$ cat config.mk
export PLATFORM = sky130hd
export DESIGN_NAME = mem_access_stage
export DESIGN_NICKNAME = d
export VERILOG_FILES = /design/src/rtl/mem_access_stage_pkg.sv /design/src/rtl/mem_access_stage_dmem_handshake.sv /design/src/rtl/mem_access_stage.sv
export SDC_FILE = /design/constraint.sdc
export NUM_CORES = 1
export LEC_CHECK = 0
export CAP_MARGIN = 15
export CORE_AREA = 2 2 154 156
export CTS_BUF_LIST = sky130_fd_sc_hd__clkbuf_4
export CTS_CLUSTER_DIAMETER = 30
export DETAILED_ROUTE_END_ITERATION = 8
export DIE_AREA = 0 0 156 158
export GPL_TIMING_DRIVEN = 1
export PLACE_DENSITY = 0.54
export REMOVE_ABC_BUFFERS = 1
export SLEW_MARGIN = 20
export SYNTH_ARGS = -nofsm -noshare
export SYNTH_HDL_FRONTEND = slang
export SYNTH_SLANG_ARGS = --single-unit
$ cat constraint.sdc
create_clock -name clk -period 5.5 [get_ports clk]
set_clock_uncertainty 0.1 [all_clocks]
set_input_delay 1.65 -clock clk [delete_from_list [all_inputs] [get_ports clk]]
set_output_delay 1.65 -clock clk [all_outputs]
set_load 0.1 [all_outputs]
$ cat src/rtl/mem_access_stage_pkg.sv
// ============================================================================
// Module      : mem_access_stage_pkg
// Description : Shared types and constants for the memory-access pipeline stage.
// Revision    : 1.0 - initial release
// ============================================================================
`default_nettype none

package mem_access_stage_pkg;

  typedef enum logic [0:0] {
    IDLE = 1'b0,
    BUSY = 1'b1
  } dmem_state_t;

  localparam logic [31:0] c_word_align_mask = 32'hFFFF_FFFC;
  localparam int          c_default_timeout = 16;
  localparam int          c_default_cnt_w   = 5;

  function automatic logic is_word_aligned(input logic [31:0] addr);
    return (addr & ~c_word_align_mask) == 32'h0;
  endfunction

endpackage

`default_nettype wire

$ cat src/rtl/mem_access_stage_dmem_handshake.sv
// ============================================================================
// Module      : dmem_handshake
// Description : Data-memory request FSM with timeout counter, stall and sticky bus error.
// Revision    : 1.0 - initial release
// ============================================================================
`default_nettype none

module dmem_handshake
  import mem_access_stage_pkg::*;
#(
  parameter int TIMEOUT_CYCLES = c_default_timeout,
  parameter int CNT_W          = c_default_cnt_w
) (
  input  logic clk,
  input  logic rst_n,
  input  logic start,
  input  logic dmem_ready,
  output logic busy,
  output logic StallM,
  output logic timeout_hit,
  output logic bus_err
);

  localparam logic [CNT_W-1:0] c_cnt_limit = CNT_W'(TIMEOUT_CYCLES - 1);

  dmem_state_t      r_state;
  dmem_state_t      w_next_state;
  logic [CNT_W-1:0] r_cnt;
  logic             r_bus_err;
  logic             w_busy;
  logic             w_timeout_hit;
  logic             w_stall;

  always_ff @(posedge clk or negedge rst_n) begin
    if (!rst_n) begin
      r_state <= IDLE;
    end else begin
      r_state <= w_next_state;
    end
  end

  // The next instruction is only sampled when the stage is not holding.
  always_comb begin
    w_next_state  = r_state;
    w_busy        = (r_state == BUSY);
    w_timeout_hit = w_busy & ~dmem_ready & (r_cnt == c_cnt_limit);
    w_stall       = w_busy & ~dmem_ready & ~w_timeout_hit;
    if (!w_stall) begin
      w_next_state = start ? BUSY : IDLE;
    end
  end

  always_ff @(posedge clk or negedge rst_n) begin
    if (!rst_n) begin
      r_cnt     <= '0;
      r_bus_err <= 1'b0;
    end else begin
      r_cnt <= w_stall ? (r_cnt + CNT_W'(1)) : '0;
      if (w_timeout_hit) begin
        r_bus_err <= 1'b1;
      end
    end
  end

  assign busy        = w_busy;
  assign StallM      = w_stall;
  assign timeout_hit = w_timeout_hit;
  assign bus_err     = r_bus_err;

endmodule

`default_nettype wire

$ cat src/rtl/mem_access_stage.sv
// ============================================================================
// Module      : mem_access_stage
// Description : MEM pipeline stage: EX/MEM and MEM/WB registers around a data-memory handshake.
// Revision    : 1.0 - initial release
// ============================================================================
`default_nettype none

module mem_access_stage
  import mem_access_stage_pkg::*;
#(
  parameter int TIMEOUT_CYCLES = c_default_timeout,
  parameter int CNT_W          = c_default_cnt_w
) (
  input  logic        clk,
  input  logic        rst_n,
  input  logic [31:0] ALUOutE,
  input  logic [31:0] WriteDataE,
  input  logic [4:0]  WriteRegE,
  input  logic        RegWriteE,
  input  logic        MemtoRegE,
  input  logic        MemWriteE,
  input  logic        dmem_ready,
  input  logic [31:0] dmem_rdata,
  output logic        dmem_req,
  output logic        dmem_we,
  output logic [31:0] dmem_addr,
  output logic [31:0] dmem_wdata,
  output logic [31:0] ALUOutM,
  output logic [4:0]  WriteRegM,
  output logic        RegWriteM,
  output logic        StallM,
  output logic [31:0] ReadDataW,
  output logic [31:0] ALUOutW,
  output logic [4:0]  WriteRegW,
  output logic        RegWriteW,
  output logic        MemtoRegW,
  output logic        align_err,
  output logic        bus_err
);

  logic [31:0] r_alu_out_m;
  logic [31:0] r_write_data_m;
  logic [4:0]  r_write_reg_m;
  logic        r_reg_write_m;
  logic        r_mem_to_reg_m;
  logic        r_mem_write_m;

  logic [31:0] r_read_data_w;
  logic [31:0] r_alu_out_w;
  logic [4:0]  r_write_reg_w;
  logic        r_reg_write_w;
  logic        r_mem_to_reg_w;

  logic w_start;
  logic w_busy;
  logic w_stall;
  logic w_timeout_hit;
  logic w_misaligned_m;
  logic w_load_ok;

  assign w_start = (MemtoRegE | MemWriteE) & is_word_aligned(ALUOutE);

  dmem_handshake #(
    .TIMEOUT_CYCLES (TIMEOUT_CYCLES),
    .CNT_W          (CNT_W)
  ) u_handshake (
    .clk         (clk),
    .rst_n       (rst_n),
    .start       (w_start),
    .dmem_ready  (dmem_ready),
    .busy        (w_busy),
    .StallM      (w_stall),
    .timeout_hit (w_timeout_hit),
    .bus_err     (bus_err)
  );

  always_ff @(posedge clk or negedge rst_n) begin
    if (!rst_n) begin
      r_alu_out_m    <= '0;
      r_write_data_m <= '0;
      r_write_reg_m  <= '0;
      r_reg_write_m  <= 1'b0;
      r_mem_to_reg_m <= 1'b0;
      r_mem_write_m  <= 1'b0;
    end else if (!w_stall) begin
      r_alu_out_m    <= ALUOutE;
      r_write_data_m <= WriteDataE;
      r_write_reg_m  <= WriteRegE;
      r_reg_write_m  <= RegWriteE;
      r_mem_to_reg_m <= MemtoRegE;
      r_mem_write_m  <= MemWriteE;
    end
  end

  assign w_misaligned_m = (r_mem_to_reg_m | r_mem_write_m) & ~is_word_aligned(r_alu_out_m);
  assign w_load_ok      = w_busy & dmem_ready & r_mem_to_reg_m & ~r_mem_write_m;

  // A held stage sends a bubble downstream; aborted or misaligned accesses never write back.
  always_ff @(posedge clk or negedge rst_n) begin
    if (!rst_n) begin
      r_read_data_w  <= '0;
      r_alu_out_w    <= '0;
      r_write_reg_w  <= '0;
      r_reg_write_w  <= 1'b0;
      r_mem_to_reg_w <= 1'b0;
    end else if (w_stall) begin
      r_read_data_w  <= '0;
      r_alu_out_w    <= '0;
      r_write_reg_w  <= '0;
      r_reg_write_w  <= 1'b0;
      r_mem_to_reg_w <= 1'b0;
    end else begin
      r_read_data_w  <= w_load_ok ? dmem_rdata : '0;
      r_alu_out_w    <= r_alu_out_m;
      r_write_reg_w  <= r_write_reg_m;
      r_reg_write_w  <= r_reg_write_m & ~w_timeout_hit & ~w_misaligned_m;
      r_mem_to_reg_w <= r_mem_to_reg_m;
    end
  end

  assign dmem_req   = w_busy;
  assign dmem_we    = w_busy & r_mem_write_m;
  assign dmem_addr  = r_alu_out_m & c_word_align_mask;
  assign dmem_wdata = r_write_data_m;

  assign ALUOutM   = r_alu_out_m;
  assign WriteRegM = r_write_reg_m;
  assign RegWriteM = r_reg_write_m;
  assign StallM    = w_stall;
  assign align_err = w_misaligned_m;

  assign ReadDataW = r_read_data_w;
  assign ALUOutW   = r_alu_out_w;
  assign WriteRegW = r_write_reg_w;
  assign RegWriteW = r_reg_write_w;
  assign MemtoRegW = r_mem_to_reg_w;

endmodule

`default_nettype wire

After elaboration in Yosys (flattened, before gate mapping)
Cells that the tools add are included.

storage, ports and cells
  register bits after elaboration = 150
  input port bits = 107
  output and inout bits = 178
  logic and storage cells = 44

operators by class
  add/sub/neg operators = 1
  equal/unequal tests = 1
  mux-type cells = 8
  bitwise operators = 18
  reductions and logical operators = 2

operators with widths
  kind                                                                   count
  32-bit two-way mux                                                     3
  32-bit logical NOT                                                     2
  1-bit AND                                                              11
  5-bit two-way mux                                                      2
  5-bit by 1-bit adder with 5-bit output, second input constant          1
  5-bit by 4-bit equality test with 1-bit output, second input constant  1
  1-bit inverter                                                         5
  1-bit two-way mux                                                      3
  1-bit bitwise OR                                                       2

Depth between registers and ports, before layout
  word-level depth = 7
  mapped depth = 7
  gate-level depth less buffers = 6

Modules after synthesis
Synthesis repeated with hierarchy kept, for this count alone.

unflattened totals
  cells, all modules = 405
  area, all modules = 5758.0 µm²

by module, submodules not included
  module            instances  cells an instance  area an instance (µm²)  sequential area each (µm²)
  mem_access_stage  1          380                5445.2                  3578.4
  dmem_handshake    1          25                 312.8                   175.2

Least setup slack after synthesis
OpenSTA, ideal clock, no wires.

  kind = input to output
  from = input dmem_ready
  to = output StallM
  data arrival time = 2.466 ns
  required time = 3.750 ns
  setup slack = 1.284 ns
  stages on the path = 3
  path buffers = 1
  path through = or3b_1 > clkinv_1 > buf_6

on the way
  longest elaborated chain between the ends = 5

RTL lines
  item                RTL line                                                                      text
  start: declaration  mem_access_stage.sv:22                                                        input logic dmem_ready,
  1-bit inverter (*)  mem_access_stage_dmem_handshake.sv:46, mem_access_stage_dmem_handshake.sv:47
  1-bit AND (*)       mem_access_stage_dmem_handshake.sv:46, mem_access_stage_dmem_handshake.sv:47
  1-bit AND           mem_access_stage_dmem_handshake.sv:46                                         w_timeout_hit = w_busy & ~dmem_ready & (r_cnt == c_cnt_limit);
  1-bit inverter      mem_access_stage_dmem_handshake.sv:47                                         w_stall = w_busy & ~dmem_ready & ~w_timeout_hit;
  1-bit AND (*)       mem_access_stage_dmem_handshake.sv:47
  end: declaration    mem_access_stage.sv:31                                                        output logic StallM,

Mark *: on every way between the ends. The rest lies on a longest branch, timed or not.

Worst setup path after layout
Same ends and word-level chain as after synthesis.

==> results.toml <==
[status]
status = "complete, no violations"

[routing]
routedWlPerCell_um = 15.0
first_iter_violations = 124
vias = 3668
wl_um = 13900
vias_per_cell = 3.97
drcViolationCount = 0
ant_nets = 0
drtPass1Iterations = 4

[place]
placedCellCount = 894
placed_cell_area_sq_um = 8550
place_congestion = 0.733
preCtsSetupSlack_ps = 923
port_buffers = 282
hpwl_um = 9820

[synth]
synth.most_common_cell = "dfrtp_1"
yosys_warnings = 0
netlist_area_sq_um = 5680
ys_seq_area_share_pct = 66.1
synth_ff_type = "dfrtp_1"
synth.largest_area_cell = "dfrtp_1"
syn_inst = 364
synth_area_per_cell_sq_um = 15.6
ys_ff_latch = 150
synth_common_cells = "dfrtp_1 (150), and2_1 (72), mux2_4 (38)"
synthTopCellsByArea = "dfrtp_1 (66%), mux2_4 (10%), and2_1 (7.9%), mux2_2 (6.9%), buf_4 (4.2%)"
async_flop_share_pct = 100
ys_types = 24
synth_top_area_share_pct = 66.1
synth_edf_count = 0

[timing]
setup_tns_ps = 0
slew_headroom_pct = 28.3
slew_violations = 0
setup_ws_ps = 933
rsz0062_at_grt = "false"
hold_viol = 0
max_freq_mhz = 219
fin_crit_ps = 4570
setup_viol = 0
period_share_pct = 83.0
worstMarginPinSlew_ps = 1080

[power_and_ir_drop]
swShare_pct = 43.4
power.internal_mw = 1.77
p_leak_nw = 3.85
seq_power_share_pct = 39.5
totalPowerFinal_mw = 3.12
clkPwrFrac_pct = 22.0
peakVddDrop_uv = 174
p_comb_share_pct = 38.5
switching_power_mw = 1.36
powerDensity_nw_per_um2 = 353

[cts]
htreeDepth = 4
numCtsBuffers = 17
clock_path_buffers = 2
postCtsSetupBuffers = 0
cts_resized = 0
holdBufCountCts = 0
cts_tree = "done"
worstSkewPairLatency_ps = 530
clkSinkCount = 150
clk_pin_slew_ps = 120
cts_root_buffer = "clkbuf_4"

[critical_path]
cp_num_cells = 4
startpoint_type = "input pin"
end_kind = "output pin"
crit_fanout = 5
r2r_slack_ps = 2870
endpoint = "StallM"
reg2reg_from = "u_handshake.r_cnt[0]$_DFF_PN0_"
path_class = "input pin to output pin"
cp.arrival_ps = 2820
cpMaxStageDelayCell = "clkdlybuf4s50_1"
ff2ff_path_depth = 6
cpPeakStageDelay_ps = 480
crit_buf_inv = 3
startpoint = "dmem_ready"
cp_top_family = "buffers and inverters"
r2r_end = "ALUOutM[17]$_DFFE_PN0N_"
required_ps = 3750
crit_chain = "clkdlybuf4s50_1 > or3b_4 > clkinv_1 > buf_12"

[die]
chipHeight_um = 158
core-area_sq_um = 23100
start_util_pct = 24.6
die_x_um = 156
dieArea_sq_um = 24600
io_pins = 285
rows = 56

[global_route]
grt_pass1_wl_um = 21100
grt_max_degree = 94
grt_usage_pct = 11.2
antenna_found_initial = 0
grt_pass1_vias = 3954
grt-ovfl-total = 0

[run]
maxCapViolCount = 0

[cells_and_area]
fillCellCount = 2185
syn_to_final_growth_pct = 55.5
design_area_sq_um = 8830
fin_nets = 732
drive_above_1_share_pct = 17.0
stdcell_count = 925
antenna_cells = 0

[worst_hold_path]
min_path_type = "flop to flop"
-- power groups by stage --
| stage | clock network (mW) | logic, mW | registers (mW) |
|---|---|---|---|
| after floorplan | 0 | 0.136 | 1.98 |
| after global placement | 0 | 1.21 | 1.25 |
| after detailed placement | 0 | 1.21 | 1.25 |
| after CTS | 0.738 | 1.21 | 1.23 |
| after global routing | 0.776 | 1.24 | 1.24 |
| final | 0.687 | 1.20 | 1.23 |
-- registers in the layout, indices dropped and copies added (netlist names), 5 cells and up --
| name | cells |
|---|---|
| WriteRegM | 5 |
| WriteRegW | 5 |
| dmem_wdata | 32 |
| ReadDataW | 32 |
| u_handshake.r_cnt | 5 |
| ALUOutM | 32 |
| ALUOutW | 32 |
-- cells by family (layout without fill, tap and decap cells) --
group,after synthesis,count (layout),synth area share (%)
AO/OA/AOI/OAI,3,3,0.419
AND/OR/NAND/NOR,84,84,9.34
flip-flops,150,150,66.1
multiplexers,73,73,17.0
XOR/XNOR,1,1,0.154
adder cells (fa/ha/maj),2,2,0.441
other,1,2,0.0660
buffers and inverters,50,320,6.48
-- worst min path at each step --
stage | startpoint | endpoint | slack, ps | cells past startpoint
6_report | u_handshake.r_cnt[0]$_DFF_PN0_ | u_handshake.r_cnt[0]$_DFF_PN0_ | 390 | 1
3_5_place_dp | u_handshake.r_cnt[0]$_DFF_PN0_ | u_handshake.r_cnt[0]$_DFF_PN0_ | 360 | 1
3_3_place_gp | u_handshake.r_cnt[0]$_DFF_PN0_ | u_handshake.r_cnt[0]$_DFF_PN0_ | 350 | 1
5_1_grt | u_handshake.r_cnt[0]$_DFF_PN0_ | u_handshake.r_cnt[0]$_DFF_PN0_ | 400 | 1
2_1_floorplan | u_handshake.r_cnt[0]$_DFF_PN0_ | u_handshake.r_cnt[0]$_DFF_PN0_ | 330 | 1
4_1_cts | u_handshake.r_cnt[0]$_DFF_PN0_ | u_handshake.r_cnt[0]$_DFF_PN0_ | 380 | 1
-- per-layer routing --
| metal | GRT usage, % | vias up | wire, um |
|---|---|---|---|
| li1 | - | 1675 | - |
| met1 | 12.6 | 1792 | 5630 |
| met2 | 18.9 | 185 | 6770 |
| met3 | 4.93 | 16 | 1290 |
| met4 | 3.84 | 0 | 220 |
| met5 | 0 | - | 0 |
-- cell type report --
cell class | count | area (sq um) | area share (%)
clock inverters | 14 | 149 | 1.69
flip-flops and latches | 150 | 3750 | 42.5
multi-input cells | 165 | 1560 | 17.7
inverters | 3 | 11.3 | 0.128
clock buffers | 17 | 128 | 1.45
well taps | 290 | 363 | 4.11
repair buffers | 286 | 2860 | 32.4
-- stage by stage --
| step | hold WS (ps) | util, % |
|---|---|---|
| global placement | 350 | 37.1 |
| global route | 399 | 38.3 |
| CTS | 383 | 38.3 |
| floorplan | 333 | - |
| finish | 388 | 38.3 |
| detailed placement | 365 | 37.1 |
-- cell usage in the layout, fill, tap and decap left out, drive strengths merged --
| cell | count |
|---|---|
| clkinvlp | 1 |
| or2b | 1 |
| bufinv | 2 |
| conb | 2 |
| ha | 2 |
| o31ai | 1 |
| and4b | 1 |
| o22a | 1 |
| or3b | 1 |
| and2 | 72 |
| mux2 | 73 |
| o21bai | 1 |
| dfrtp | 150 |
| and3b | 1 |
| nand3 | 1 |
| clkbuf | 17 |
| clkinv | 8 |
| and3 | 1 |
| nor2 | 4 |
| nor4bb | 1 |
| inv | 6 |
| nor4b | 1 |
| xnor2 | 1 |
| clkdlybuf4s50 | 280 |
| buf | 6 |
-- worst register-to-register path: cells and delay by family, from the launching register on --
family	cells	cell delay, ps
fa+ha+maj	2	460
buf+inv	1	390
flops	1	420
mux	1	550
simple gates	2	600
Note: power is estimated with default switching activity, not from simulation.
